===== src/rtl/w_cdc_arbiter.sv =====
// Write-channel scheduler feeding the AW/W CDC FIFOs from two masters.
// Round-robin burst arbitration, B routing and an outstanding-burst cap.
module w_cdc_arbiter #(
  parameter int MAX_OUT = 4
) (
  input  logic             clk,
  input  logic             rst,
  input  logic [1:0]       m_awvalid,
  output logic [1:0]       m_awready,
  input  logic [1:0][3:0]  m_awid,
  input  logic [1:0][31:0] m_awaddr,
  input  logic [1:0][3:0]  m_awlen,
  input  logic [1:0][2:0]  m_awsize,
  input  logic [1:0][1:0]  m_awburst,
  input  logic [1:0]       m_wvalid,
  output logic [1:0]       m_wready,
  input  logic [1:0][31:0] m_wdata,
  input  logic [1:0][3:0]  m_wstrb,
  output logic [1:0]       m_bvalid,
  input  logic [1:0]       m_bready,
  output logic [3:0]       m_bid,
  output logic [1:0]       m_bresp,
  output logic             AW_wr_en,
  output logic [48:0]      AW_w_data,
  input  logic             AW_not_full,
  output logic             W_wr_en,
  output logic [36:0]      W_w_data,
  input  logic             W_not_full,
  output logic             B_rd_en,
  input  logic [9:0]       B_r_data,
  input  logic             B_not_empty
);

  localparam int CW = $clog2(MAX_OUT + 1);

  typedef enum logic [1:0] {
    S_IDLE,
    S_ADDR,
    S_DATA
  } state_t;

  state_t        r_state;
  logic          r_gnt;
  logic          r_rr;
  logic [3:0]    r_len_q;
  logic [3:0]    r_beat;
  logic [CW-1:0] r_out_cnt;

  logic w_can_req;
  logic w_pick;
  logic w_aw_push;
  logic w_w_open;
  logic w_w_push;
  logic w_last;
  logic w_dst;
  logic w_b_pop;
  logic w_unused;

  assign w_can_req = (r_out_cnt < CW'(MAX_OUT)) & (|m_awvalid);
  assign w_pick    = (&m_awvalid) ? r_rr : m_awvalid[1];

  // Every push/pop is gated by rst so outputs drop the instant it rises.
  assign w_aw_push = ~rst & (r_state == S_ADDR) & AW_not_full;
  assign w_w_open  = ~rst & (r_state == S_DATA) & W_not_full;
  assign w_w_push  = w_w_open & m_wvalid[r_gnt];
  assign w_last    = (r_beat == r_len_q);

  assign w_dst   = B_r_data[6];
  assign w_b_pop = ~rst & B_not_empty & m_bready[w_dst];

  assign w_unused = ^B_r_data[9:7];

  assign AW_wr_en  = w_aw_push;
  assign AW_w_data = {
    3'b000,
    r_gnt,
    m_awid[r_gnt],
    m_awaddr[r_gnt],
    m_awlen[r_gnt],
    m_awsize[r_gnt],
    m_awburst[r_gnt]
  };

  assign W_wr_en  = w_w_push;
  assign W_w_data = {
    m_wdata[r_gnt],
    m_wstrb[r_gnt],
    w_last
  };

  assign B_rd_en = w_b_pop;
  assign m_bid   = B_r_data[5:2];
  assign m_bresp = B_r_data[1:0];

  always_comb begin
    m_awready = 2'b00;
    m_wready  = 2'b00;
    m_bvalid  = 2'b00;
    if (w_aw_push) begin
      m_awready[r_gnt] = 1'b1;
    end
    if (w_w_open) begin
      m_wready[r_gnt] = 1'b1;
    end
    if (~rst & B_not_empty) begin
      m_bvalid[w_dst] = 1'b1;
    end
  end

  always_ff @(posedge clk or posedge rst) begin
    if (rst) begin
      r_state <= S_IDLE;
      r_gnt   <= 1'b0;
      r_rr    <= 1'b0;
      r_len_q <= 4'd0;
      r_beat  <= 4'd0;
    end else begin
      unique case (r_state)
        S_IDLE: begin
          if (w_can_req) begin
            r_gnt   <= w_pick;
            r_state <= S_ADDR;
          end
        end
        S_ADDR: begin
          if (w_aw_push) begin
            r_len_q <= m_awlen[r_gnt];
            r_beat  <= 4'd0;
            r_state <= S_DATA;
          end
        end
        S_DATA: begin
          if (w_w_push) begin
            r_beat <= r_beat + 4'd1;
            if (w_last) begin
              r_rr    <= ~r_gnt;
              r_state <= S_IDLE;
            end
          end
        end
        default: r_state <= S_IDLE;
      endcase
    end
  end

  // A pop with nothing outstanding is a protocol error; clamp at zero.
  always_ff @(posedge clk or posedge rst) begin
    if (rst) begin
      r_out_cnt <= '0;
    end else if (w_aw_push & ~w_b_pop) begin
      if (r_out_cnt < CW'(MAX_OUT)) begin
        r_out_cnt <= r_out_cnt + 1'b1;
      end
    end else if (w_b_pop & ~w_aw_push) begin
      if (r_out_cnt != '0) begin
        r_out_cnt <= r_out_cnt - 1'b1;
      end
    end
  end

endmodule


===== config.mk =====
export PLATFORM = sky130hd
export DESIGN_NAME = w_cdc_arbiter
export DESIGN_NICKNAME = d
export VERILOG_FILES = /design/src/rtl/w_cdc_arbiter.sv
export SDC_FILE = /design/constraint.sdc
export NUM_CORES = 1
export LEC_CHECK = 0
export ABC_AREA = 1
export BUFFER_PORTS_ARGS = -buffer_cell sky130_fd_sc_hd__buf_2
export CAP_MARGIN = 20
export CORE_AREA = 2 2 112 114
export DETAILED_ROUTE_END_ITERATION = 8
export DIE_AREA = 0 0 114 116
export PLACE_DENSITY_LB_ADDON = 0.05
export SLEW_MARGIN = 30
export SYNTH_ARGS = -nofsm -noshare
export SYNTH_HDL_FRONTEND = slang
export SYNTH_SLANG_ARGS = --single-unit

===== constraint.sdc =====
create_clock -name clk -period 5.12 [get_ports clk]
set_input_delay 0.256 -clock clk [delete_from_list [all_inputs] [get_ports clk]]
set_output_delay 0.256 -clock clk [all_outputs]
set_load 0.05 [all_outputs]

==> results.md <==
- Status: finished, final reports clean
- Post-route cell area: approximately 3500 µm²
- Setup TNS: 0 ns
- Setup Buffers After CTS: 0
- Final slew viol count: 0
- DIE AREA: about 13000 µm²
- Total core area: between 10000 and 15000 µm²
- Critical Path Source Type: flop
- GRT busiest layer: met2
- Seq cells post-synth: 15
- Post-route worst setup slack: around 2.8 ns
- Fin crit share: 45.8%
- Mapped Cells: ~410
- Setup Crit Path Kind: flop to primary output
- Post_cts resized: 0
- Max Fclk: ~0.43 GHz
- Rows: 40
- Post-Syn Area: around 2100 µm²
- Hold buffers post-CTS: 0
- Port bufs: ~270
- Crit path max-delay cell type: buf_4
- CP required: roughly 4.9 ns
- Overall Power: between 1.5 and 2 mW
- RSZ-0062 raised after global routing: false
- Worst R2R Path Depth: 12
- Max_cap viols: 0
- Clock share of power: under 10%
- Die Y: ~120 µm
- Area Overhead vs Synth: 69.4%
- RR Startpoint: r_state[0]
- Met2 Use GR: 24.3%
- First-pass GRT wire length: about 13 mm
- Mean Syn Cell Area: between 5 and 6 µm²
- Largest net degree at the start of global routing: 86
- Seq pwr share: 10.6%
- Routed WL: just over 9 mm
- Max clock buf depth: 2
- Vias: ~3100
- Starting Density: 17.4%
- Drt drc: 0
- Post-synth top area share: between 50% and 60%
- Minimum clock period: between 2 and 2.5 ns
- Reg clk slew, reported paths: approximately 0.050 ns
- Number of nets with antenna violations after routing: 0
- N_diodes: 0
- Post-DP HPWL: between 7 and 8 mm
- CTS buffer count: 3
- CP Max Fanout: 61
- R2r setup slk: approximately 3.2 ns
- Final hold violations: 0
- Total Routing Usage GR: roughly 12%
- Cell taking the most area after synthesis: nand2_1
- FF-to-FF End: r_out_cnt[2]
- GR Util met3: 2.41%
- Peak supply drop: 0.205 mV
- Final setup fails: 0
- Ys Warns: 0
- Leakage: about 2.4 nW
- Worst-margin pin slew: about 0.85 ns
- Clock root cell: clkbuf_16
- CTS tree: done
- Vias in the first global route: around 2800
- Initial antenna violation count: 0
- Placer Congestion: approximately 0.78
- Met1 global-route usage: between 10 and 15%
- Max-slew headroom: a little over two fifths
- Pwr dens: between 500 and 600 nW/µm²
- H-tree depth: 1
- WP data arrival: ~2.1 ns
- I/O pins: approximately 280
- Area contributors post-synth: nand2_1, dfrtp_1, inv_1, buf_2, buf_4
- Clock Latency Late Sink: 0.24 ns
- CP Capture Type: primary output
- Fraction of layout cells with a size suffix above 1: between 40 and 50%
- Internal power: 0.621 mW
- DR WL/cell: 11.4 µm
- Cell Area, Placed: 3440 µm²
- Combinational power share: slightly above 80%
- CP most frequent cell: nand2_1
- Hold Path Class: input port to async pin
- Cells after DPL: 795
- Vias/cell: 3.93
- Post-synthesis sequential area ratio: between 10% and 20%
- DRT iter0 DRCs: slightly above 100
- Switching Share: roughly 67%
- Die X-Extent: around 110 µm
- Crit-path max cell delay: around 0.56 ns
- P_sw: around 1.3 mW
- Setup WS pre-CTS: between 2 and 2.5 ns
- Synth unique cells: 28
- TritonCTS sink count: 15
- Final std cells w/o fill: between 700 and 800
- Crit path cell chain: inv_2 -> buf_4 -> nand2_1 -> nand2_1 -> buf_2
- Final net count: between 800 and 900
- Grt ovf: 0
- 1st-pass router iterations: 4
- Clock skew: 0.00234 ns
layout make-up:
type                       instances  area (µm²)
clock buffer                       4        78.8
fill                            1405        8390
inverter                          26         103
multi-input combinational        340        1440
sequential                        15         377
tap                              147         184
timing repair buffer             267        1340
power by group through the flow:
stage / combinational (mW) / clock [mW] / sequential [mW]
5_1_grt: 1.69 / 0.170 / 0.210
2_1_floorplan: 1.24 / 0 / 0.197
6_report: 1.55 / 0.154 / 0.202
4_1_cts: 1.58 / 0.159 / 0.203
3_3_place_gp: 1.58 / 0 / 0.204
3_5_place_dp: 1.58 / 0 / 0.205
layout by cell type (no fill, tap or decap):
cell type  instances
or2_2              1
nor2_2             2
o21ai_0            9
o21bai_1           1
o211ai_1           1
dfrtp_2            1
nand3_4            1
o21ai_2            2
nor2_1            13
dfrtp_1           14
clkinv_4           1
nand2_4            1
inv_2              2
xor2_1             3
clkbuf_1           1
a21oi_2            1
buf_2            265
clkbuf_16          3
nand3_2            1
nand3_1            3
nand2_1          284
conb_1             3
ha_1               4
a21oi_1            3
and2_1             1
xnor2_1            2
nand4_1            2
buf_4              2
inv_1             23
nor2_4             2
sequential cells by signal, summed over array words and instances, names as in the netlist:
signal     count
r_gnt          1
r_beat         4
r_out_cnt      3
r_state        2
r_len_q        4
r_rr           1
metrics by stage:
stage / utilization (%) / hold slack [ns]
finish: 29.5 / 0.148
global route: 29.5 / 0.224
CTS: 29.5 / 0.189
detailed placement: 28.9 / 0.449
global placement: 28.9 / 0.451
floorplan: - / 0.196
logic make-up (layout without fill, tap and decap cells):
group	count (synthesis)	count (layout)	share of synthesized area, %
simple gates	311	311	59.2
buf+inv	55	297	13.2
compound gates	17	17	4.88
flops	15	15	18.1
xor+xnor	5	5	2.11
fa+ha+maj	4	4	2.41
other cells	1	3	0.181
cells in the mapped netlist:
cell and number:
buf_4 11, nand4_1 2, nand2_4 1, nand3_1 3, nor2_2 2, clkinv_4 1
xnor2_1 2, a21oi_1 3, inv_2 2, clkbuf_1 1, nand3_2 1, nor2_1 13
o21bai_1 1, buf_2 17, or2_2 1, conb_1 1, nand2_1 284, ha_1 4
nand3_4 1, o21ai_2 2, nor2_4 2, and2_1 1, xor2_1 3, o21ai_0 9
a21oi_2 1, inv_1 23, dfrtp_1 15, o211ai_1 1
how the worst max path moves through the flow:
stage | start | end | cells past startpoint
floorplan | rst | r_out_cnt[2] | 12
global placement | rst | r_out_cnt[2] | 13
detailed placement | rst | r_out_cnt[2] | 13
CTS | r_gnt | AW_w_data[41] | 5
global route | rst | r_out_cnt[2] | 13
finish | r_gnt | AW_w_data[41] | 5
critical path, delay by kind of cell (launching register included):
kind	cells	cell delay (ns)
simple gates	2	0.25
flops	1	0.40
buf+inv	3	1.14
layer usage:
layer	wire (µm)	vias up	share of wire [%]
li1	-	1688	-
met1	3520	1295	39
met2	4800	151	53
met3	727	4	8.0
met4	33	0	0.36
met5	0	-	0
No activity file was read; power rests on OpenSTA's default activity.
